$ cat config.mk
export PLATFORM = sky130hd
export DESIGN_NAME = bank_manager
export DESIGN_NICKNAME = d
export VERILOG_FILES = /design/src/rtl/synth_pkg.sv /design/src/rtl/bank_voice.sv /design/src/rtl/bank_manager.sv
export SDC_FILE = /design/constraint.sdc
export NUM_CORES = 2
export LEC_CHECK = 0
export BUFFER_PORTS_ARGS = -buffer_cell sky130_fd_sc_hd__buf_2
export CORE_ASPECT_RATIO = 0.9
export CORE_MARGIN = 3
export CORE_UTILIZATION = 38
export DETAILED_ROUTE_END_ITERATION = 6
export GPL_TIMING_DRIVEN = 1
export SKIP_LAST_GASP = 1
export SYNTH_ARGS = -nofsm -noshare
export SYNTH_HDL_FRONTEND = slang
export SYNTH_SLANG_ARGS = --single-unit
export TNS_END_PERCENT = 10
$ cat constraint.sdc
create_clock -name clk -period 10 [get_ports clk]
set_input_delay 0.5 -clock clk [delete_from_list [all_inputs] [get_ports clk]]
set_output_delay 0.5 -clock clk [all_outputs]
set_load 0.02 [all_outputs]
$ cat src/rtl/synth_pkg.sv
// Shared definitions for the synthesizer voice bank.
// Holds the command opcodes, the i_data field layout, the top-octave
// phase-increment table, the per-note increment helper and the
// saturating clamp used on the summed sample.
package synth_pkg;

  typedef enum logic [1:0] {
    OP_IDLE   = 2'b00,
    OP_ON     = 2'b01,
    OP_OFF    = 2'b10,
    OP_ALLOFF = 2'b11
  } opcode_t;

  // i_data layout: [15:14] opcode, [13:7] note, [6:0] velocity
  localparam int OP_LSB   = 14;
  localparam int OP_W     = 2;
  localparam int NOTE_LSB = 7;
  localparam int NOTE_W   = 7;
  localparam int VEL_LSB  = 0;
  localparam int VEL_W    = 7;

  // Signed top 16 phase bits times a 8-bit non-negative velocity
  localparam int SAMPLE_W = 24;

  // Increments for notes 120..131 at a 48 kHz sample rate and a 32-bit
  // accumulator; lower octaves are these values shifted right.
  localparam logic [31:0] NOTE_INC_TABLE [12] = '{
    32'd749115498,  32'd793660223,  32'd840853716,  32'd890853480,
    32'd943826385,  32'd999949222,  32'd1059409297, 32'd1122405052,
    32'd1189146729, 32'd1259857073, 32'd1334772074, 32'd1414141751
  };

  function automatic logic [31:0] note_inc(input logic [NOTE_W-1:0] note);
    logic [3:0] oct;
    logic [3:0] semi;
    oct  = 4'(note / 7'd12);
    semi = 4'(note % 7'd12);
    return NOTE_INC_TABLE[semi] >> (4'd10 - oct);
  endfunction

  // Clamp a signed value into the range of a w-bit two's complement word
  function automatic logic signed [31:0] saturate(input logic signed [31:0] x,
                                                  input int w);
    logic signed [31:0] hi;
    logic signed [31:0] lo;
    hi = (32'sd1 <<< (w - 1)) - 32'sd1;
    lo = -(32'sd1 <<< (w - 1));
    if (x > hi) return hi;
    if (x < lo) return lo;
    return x;
  endfunction

endpackage

$ cat src/rtl/bank_voice.sv
// One sawtooth voice of the bank.
// Ports:
//   clk, n_rst            clock, synchronous active-low reset
//   load                  start/retrigger: take note/velocity/increment, phase 0
//   clear                 release: free the voice and zero its phase
//   advance               sample strobe: busy voice steps its phase by inc
//   load_note/vel/inc     values captured on load
//   busy, note            current allocation state
//   sample                signed(phase top 16 bits) * velocity, 0 when free
module bank_voice
  import synth_pkg::*;
#(
  parameter int PHASE_W = 32
) (
  input  logic                       clk,
  input  logic                       n_rst,
  input  logic                       load,
  input  logic                       clear,
  input  logic                       advance,
  input  logic [NOTE_W-1:0]          load_note,
  input  logic [VEL_W-1:0]           load_vel,
  input  logic [PHASE_W-1:0]         load_inc,
  output logic                       busy,
  output logic [NOTE_W-1:0]          note,
  output logic signed [SAMPLE_W-1:0] sample
);

  logic [VEL_W-1:0]   vel;
  logic [PHASE_W-1:0] phase;
  logic [PHASE_W-1:0] inc;

  // A command on the same edge as a strobe wins over the phase advance
  always_ff @(posedge clk) begin
    if (!n_rst) begin
      busy  <= 1'b0;
      note  <= '0;
      vel   <= '0;
      phase <= '0;
      inc   <= '0;
    end else if (load) begin
      busy  <= 1'b1;
      note  <= load_note;
      vel   <= load_vel;
      inc   <= load_inc;
      phase <= '0;
    end else if (clear) begin
      busy  <= 1'b0;
      phase <= '0;
    end else if (advance && busy) begin
      phase <= phase + inc;
    end
  end

  logic signed [15:0]    phase_hi;
  logic signed [VEL_W:0] vel_s;

  assign phase_hi = phase[PHASE_W-1 -: 16];
  assign vel_s    = {1'b0, vel};
  assign sample   = busy ? SAMPLE_W'(phase_hi) * SAMPLE_W'(vel_s) : '0;

endmodule

$ cat src/rtl/bank_manager.sv
// Polyphonic sawtooth voice bank.
// Decodes one-shot note commands, allocates them over NVOICES voices
// (retrigger same note, else lowest free voice, else round-robin steal),
// and sums the voice samples into a saturated signed output per strobe.
// Ports:
//   clk, n_rst   clock, synchronous active-low reset
//   clk_en       sample strobe; phases advance and o_signal updates only then
//   i_data       command word {opcode[1:0], note[6:0], velocity[6:0]}, 0 = idle
//   o_signal     registered saturated sum of all voices (signed)
//   o_active     per-voice busy flags
module bank_manager
  import synth_pkg::*;
#(
  parameter int NVOICES = 4,
  parameter int PHASE_W = 32,
  parameter int OUT_W   = 24
) (
  input  logic               clk,
  input  logic               n_rst,
  input  logic               clk_en,
  input  logic [15:0]        i_data,
  output logic [OUT_W-1:0]   o_signal,
  output logic [NVOICES-1:0] o_active
);

  localparam int IDX_W = $clog2(NVOICES);
  localparam int SUM_W = OUT_W + IDX_W;

  opcode_t           op;
  logic [NOTE_W-1:0] cmd_note;
  logic [VEL_W-1:0]  cmd_vel;
  logic              note_on;
  logic              note_off;
  logic              all_off;

  assign op       = opcode_t'(i_data[OP_LSB +: OP_W]);
  assign cmd_note = i_data[NOTE_LSB +: NOTE_W];
  assign cmd_vel  = i_data[VEL_LSB +: VEL_W];
  // A zero-velocity note-on is a release
  assign note_on  = (op == OP_ON) && (cmd_vel != '0);
  assign note_off = (op == OP_OFF) || ((op == OP_ON) && (cmd_vel == '0));
  assign all_off  = (op == OP_ALLOFF);

  logic [NVOICES-1:0]          busy;
  logic [NVOICES-1:0]          match;
  logic [NVOICES-1:0]          load;
  logic [NVOICES-1:0]          clear;
  logic [NOTE_W-1:0]           voice_note [NVOICES];
  logic signed [SAMPLE_W-1:0]  sample     [NVOICES];
  logic [PHASE_W-1:0]          voice_inc;
  logic [IDX_W-1:0]            rr_ptr;
  logic [IDX_W-1:0]            free_idx;
  logic                        free_found;
  logic                        steal;

  assign voice_inc = PHASE_W'(note_inc(cmd_note));

  always_comb begin
    for (int i = 0; i < NVOICES; i++) begin
      match[i] = busy[i] && (voice_note[i] == cmd_note);
    end
  end

  // Allocator: retrigger wins over a free voice, which wins over stealing
  always_comb begin
    free_found = 1'b0;
    free_idx   = '0;
    for (int i = NVOICES - 1; i >= 0; i--) begin
      if (!busy[i]) begin
        free_found = 1'b1;
        free_idx   = IDX_W'(i);
      end
    end
    load  = '0;
    clear = '0;
    steal = 1'b0;
    if (note_on) begin
      if (|match) begin
        load = match;
      end else if (free_found) begin
        load[free_idx] = 1'b1;
      end else begin
        load[rr_ptr] = 1'b1;
        steal        = 1'b1;
      end
    end else if (note_off) begin
      clear = match;
    end else if (all_off) begin
      clear = '1;
    end
  end

  always_ff @(posedge clk) begin
    if (!n_rst) begin
      rr_ptr <= '0;
    end else if (steal) begin
      rr_ptr <= rr_ptr + IDX_W'(1);
    end
  end

  for (genvar v = 0; v < NVOICES; v++) begin : g_voice
    bank_voice #(
      .PHASE_W(PHASE_W)
    ) u_voice (
      .clk      (clk),
      .n_rst    (n_rst),
      .load     (load[v]),
      .clear    (clear[v]),
      .advance  (clk_en),
      .load_note(cmd_note),
      .load_vel (cmd_vel),
      .load_inc (voice_inc),
      .busy     (busy[v]),
      .note     (voice_note[v]),
      .sample   (sample[v])
    );
  end

  // ---- p0: full-width sum of pre-edge voice samples, then clamp ----
  logic signed [SUM_W-1:0] sum_p0;
  logic [OUT_W-1:0]        sat_p0;

  always_comb begin
    sum_p0 = '0;
    for (int i = 0; i < NVOICES; i++) begin
      sum_p0 = sum_p0 + SUM_W'(sample[i]);
    end
  end

  assign sat_p0 = OUT_W'(saturate(32'(sum_p0), OUT_W));

  // ---- p1: registered output sample ----
  always_ff @(posedge clk) begin
    if (!n_rst) begin
      o_signal <= '0;
    end else if (clk_en) begin
      o_signal <= sat_p0;
    end
  end

  assign o_active = busy;

endmodule

==> results.txt <==
The path with the worst hold slack has its endpoint at g_voice[3].u_voice.vel[4]. The cell at the root of the clock tree was sky130_fd_sc_hd__clkbuf_16. During placement, the flow inserted port buffers numbering 46. In this run, post-CTS hold repair placed 0 buffers.

The worst register-to-register path ends at o_signal[18]. The die covers 108600 um^2. The synthesized netlist devotes 31.14% of its cell area to adder and majority cells.

Of all cell types, the one taking the most synthesized area is sky130_fd_sc_hd__fa_1. The run gives 6108 as the final cell count without fillers. The tools report the final-report setup violation count as 0.

The overflow left after global routing is 0, and the detailed-route via count is 32763. The area share of and/or/nand/nor cells after synthesis was 19.13%. The number of clock buffers added by TritonCTS is 37. The number of antenna violations at the first check in global routing was 3; the average cell area after synthesis was 8.264 um^2. In the final design database the tool counted 5496 nets. The run gives 102800 um^2 as the floorplan core area. The class of the worst hold path was input port to flip-flop.

For this configuration, the core starts out at a cell density of 38.71%. The floorplan has 111 rows. Synthesis produced 4814 cells.

The number of hold violations in the final report was 0. For the DRC violation count after routing, the log shows 0. Start point of the worst hold path: i_data[4].

Counting tap cells, the placed design contains a total of 6042 instances. The number of diodes is 0, and the layout cell share with drive strength beyond 1 is 4.966%. Measured on the finished design, the core utilization comes to 41.31%. The largest net degree at the start of global routing was 64; the proportion of synthesized area in mux cells was 2.541%. Xor and xnor fraction of the mapped netlist area: 5.303%. In the global route stage, met3 resource usage came out at 3.084%. The met2 usage was 31.56%. The cell count of the worst hold path came out at 3. In this run the static leakage power is 20.35 nW. The clock-pin slew reported for the worst setup and hold paths after clock tree synthesis works out to 0.06 ns. Adding up every negative setup slack in the final design gives 0 ns. The run gives 2764 as the number of DRC violations after detailed-routing iteration 0. The launching instance or port of the critical path was g_voice[2].u_voice.vel[4]. The flow ran to the end, and the final reports show no timing, DRC or antenna violations.

Synthesis instantiated 107 different standard cells from the library. The part of the Yosys area used for sequential elements was 17.01%; the number of clock sinks was 338. The largest family of logic cells by synthesized area was adder cells. On the final layout, the worst clock skew is 0.02926 ns. The cell area that synthesis handed to floorplanning was 39780 um^2. Library cell appearing most often on the critical path: sky130_fd_sc_hd__fa_1. Measured slew at the worst slew-check pin: 1.229 ns. The longest clock path from root to sink contains 3 buffers.

The worst path in the final design needs a cycle of 9.349 ns, including I/O delays and setup. The clock network latency to the later pin of the worst-skew pair was 0.57 ns; the async set-reset flop share out of synthesis was 0%. The H-tree was split into 2 levels. Dividing the detail-routed via count by the number of cells gives 5.364.

The synthesized flop and latch total is 338. The first detailed-routing pass ran for 6 iterations. Number of synthesized flops with an enable pin: 0. Setup repair after global routing left no endpoint under its margin. The logs give 31.20% for the met1 global-route usage and 107.0 MHz for the maximum clock frequency. The Yosys step of the flow raised 0 warnings. The run gives 110.6 uV as the worst ir drop on vdd. The required time at the endpoint of the critical path came out at 10.44 ns.

The largest single stage delay on the critical path is 0.57 ns. Yosys attributes the largest share of cell area to sky130_fd_sc_hd__fa_1, sky130_fd_sc_hd__dfxtp_1, sky130_fd_sc_hd__ha_1, sky130_fd_sc_hd__and2_1, sky130_fd_sc_hd__inv_1. Per-cell routed wire length: 18.68 um. The first global-routing pass estimated 182000 um of wire. Total power for the finished layout comes to 3.783 mW. The filler cells instantiated in the layout total 10387. The number of global-route vias before repair is 31708, and the count of nets left with antenna violations after detail routing is 0. The tools report the number of max-slew violations in the final report as 0.

In this run the tightest slew margin relative to its limit is 18.06%. For the reported max-cap violation count, the log shows 0. The floorplan step set the die height to 313.0 um. The portion of synthesized cell area occupied by the leading cell type is 19.98%, and the overall fraction of global-route tracks in use is 20.92%. The die boundary width came out at 347.1 um. Measured in cells, the most critical reg-to-reg path has a length of 31.

At the end of routability-driven placement, the weighted congestion stood at 0.9116. The launching element type of the critical path is a flip-flop. After layout, the worst path uses 93.49% of the clock period. In this run the count of I/O pins placed on the die edge is 47. Summed over all nets, the half-perimeter wirelength after detailed placement is 87700 um. Wires add up to 114100 um.

The critical path start-end classification was flip-flop to flip-flop. The most common flop cell mapped by yosys is sky130_fd_sc_hd__dfxtp_1. In this run the register-to-register setup slack is 0.65 ns. Total power divided by cell area: 89.12 nW/um^2.

The commonest cells after synthesis are sky130_fd_sc_hd__inv_1, sky130_fd_sc_hd__nand2_1, sky130_fd_sc_hd__fa_1, sky130_fd_sc_hd__and2_1, sky130_fd_sc_hd__a21oi_1. The tools report the worst reg2reg path startpoint as g_voice[2].u_voice.vel[4]. For the data arrival time at the worst-slack endpoint, the log shows 9.78 ns.

The area added between synthesis and finish works out to 6.715%. In this run the worst path has a maximum fanout of 20. TritonCTS built the clock tree.

The most common cell in the synthesized netlist is sky130_fd_sc_hd__inv_1. The cell type of the slowest stage on the worst timing path is sky130_fd_sc_hd__fa_1. The area fraction in compound gates after synthesis was 16.97%. The busiest layer in global routing was met2.

STA classifies the critical path endpoint as a flip-flop. The number of nets in the synthesized netlist is 5585.
## timing repair
item / CTS / global route
setup buffers: 0 / 0
resized for setup: 0 / 5
endpoints found under the setup margin: 0 / 22
## registers in the layout (all words and copies together) (netlist names)
name	flops
o_signal	24
rr_ptr	2
g_voice.u_voice.phase	128
g_voice.u_voice.busy	4
g_voice.u_voice.note	28
g_voice.u_voice.vel	28
g_voice.u_voice.inc	124
## logic make-up after synthesis
logic type / Yosys count
xor gates and xnor gates: 240
buffers and inverters: 804
AOI/OAI and AO/OA: 1026
and+or+nand+nor: 1561
adders and majority gates: 752
DFF: 338
muxes: 93
## cells in the final DEF, fill, tap and decap left out, types with 11 or more instances in the layout
| master | Yosys | routed |
|---|---|---|
| sky130_fd_sc_hd__a211oi_1 | 43 | 42 |
| sky130_fd_sc_hd__a21o_1 | 76 | 76 |
| sky130_fd_sc_hd__a21oi_1 | 359 | 358 |
| sky130_fd_sc_hd__a221o_1 | 22 | 22 |
| sky130_fd_sc_hd__a22oi_1 | 11 | 11 |
| sky130_fd_sc_hd__a31oi_1 | 33 | 33 |
| sky130_fd_sc_hd__a41oi_1 | 12 | 12 |
| sky130_fd_sc_hd__and2_1 | 391 | 391 |
| sky130_fd_sc_hd__and3_1 | 26 | 26 |
| sky130_fd_sc_hd__buf_2 | 15 | 45 |
| sky130_fd_sc_hd__buf_4 | 12 | 39 |
| sky130_fd_sc_hd__clkbuf_16 | 0 | 38 |
| sky130_fd_sc_hd__dfxtp_1 | 338 | 336 |
| sky130_fd_sc_hd__fa_1 | 397 | 397 |
| sky130_fd_sc_hd__ha_1 | 355 | 355 |
| sky130_fd_sc_hd__inv_1 | 590 | 589 |
| sky130_fd_sc_hd__mux2i_1 | 80 | 80 |
| sky130_fd_sc_hd__nand2_1 | 528 | 528 |
| sky130_fd_sc_hd__nand2b_1 | 23 | 23 |
| sky130_fd_sc_hd__nand3_1 | 81 | 81 |
| sky130_fd_sc_hd__nand4_1 | 19 | 19 |
| sky130_fd_sc_hd__nor2_1 | 298 | 296 |
| sky130_fd_sc_hd__nor2b_1 | 30 | 30 |
| sky130_fd_sc_hd__nor3_1 | 69 | 65 |
| sky130_fd_sc_hd__nor4_1 | 16 | 16 |
| sky130_fd_sc_hd__o211ai_1 | 26 | 26 |
| sky130_fd_sc_hd__o21a_1 | 42 | 42 |
| sky130_fd_sc_hd__o21ai_0 | 169 | 169 |
| sky130_fd_sc_hd__o21bai_1 | 15 | 14 |
| sky130_fd_sc_hd__o22ai_1 | 30 | 30 |
| sky130_fd_sc_hd__o31ai_1 | 13 | 13 |
| sky130_fd_sc_hd__or2_2 | 13 | 13 |
| sky130_fd_sc_hd__or3_1 | 23 | 23 |
| sky130_fd_sc_hd__xnor2_1 | 152 | 150 |
| sky130_fd_sc_hd__xor2_1 | 87 | 86 |
## through the flow
stage	cell area [um^2]	setup WS, ns	hold WS (ns)
after floorplan	39780	1.553	0.4356
after global placement	41170	0.5616	0.4428
after detailed placement	41170	0.4751	0.4480
after CTS	42430	0.4179	0.3728
after global routing	42450	0.007354	0.3912
final	42450	0.6507	0.4099
## layer usage
metal  routed length, um  vias up
met1               55540    15809
li1                    -    15914
met2               47840      888
met5                  16        -
met3                7656      150
met4                3071        2
## how the worst max path moves through the flow
stage               slack (ns)           end
finish                    0.65  o_signal[18]
detailed placement        0.48   o_signal[3]
global placement          0.56  o_signal[19]
floorplan                 1.55  o_signal[10]
global route             0.007   o_signal[5]
CTS                       0.42   o_signal[3]
## critical path: cells and delay by family, from the launching register on
kind | cells | cell delay, ns
buffers and inverters | 4 | 0.21
AOI/OAI and AO/OA | 13 | 3.41
xor gates and xnor gates | 1 | 0.12
DFF | 1 | 0.49
adders and majority gates | 8 | 3.67
and+or+nand+nor | 5 | 1.30
## cell type report
cell class,count,area (um^2),area share [%]
timing repair buffer,84,518.0,1.220
tap,1356,1697,3.997
clock inverter,13,166.4,0.3920
sequential,338,6769,15.95
clock buffer,53,1097,2.585
multi-input combinational,3672,29980,70.62
inverter,592,2223,5.237
## power by group
group / switching (mW) / total, mW / internal, mW
clock network: 0.613 / 1.46 / 0.846
logic: 0.678 / 0.926 / 0.248
registers: 0.0289 / 1.40 / 1.37
total: 1.32 / 3.78 / 2.46
Power figures use the tool's default switching activity.
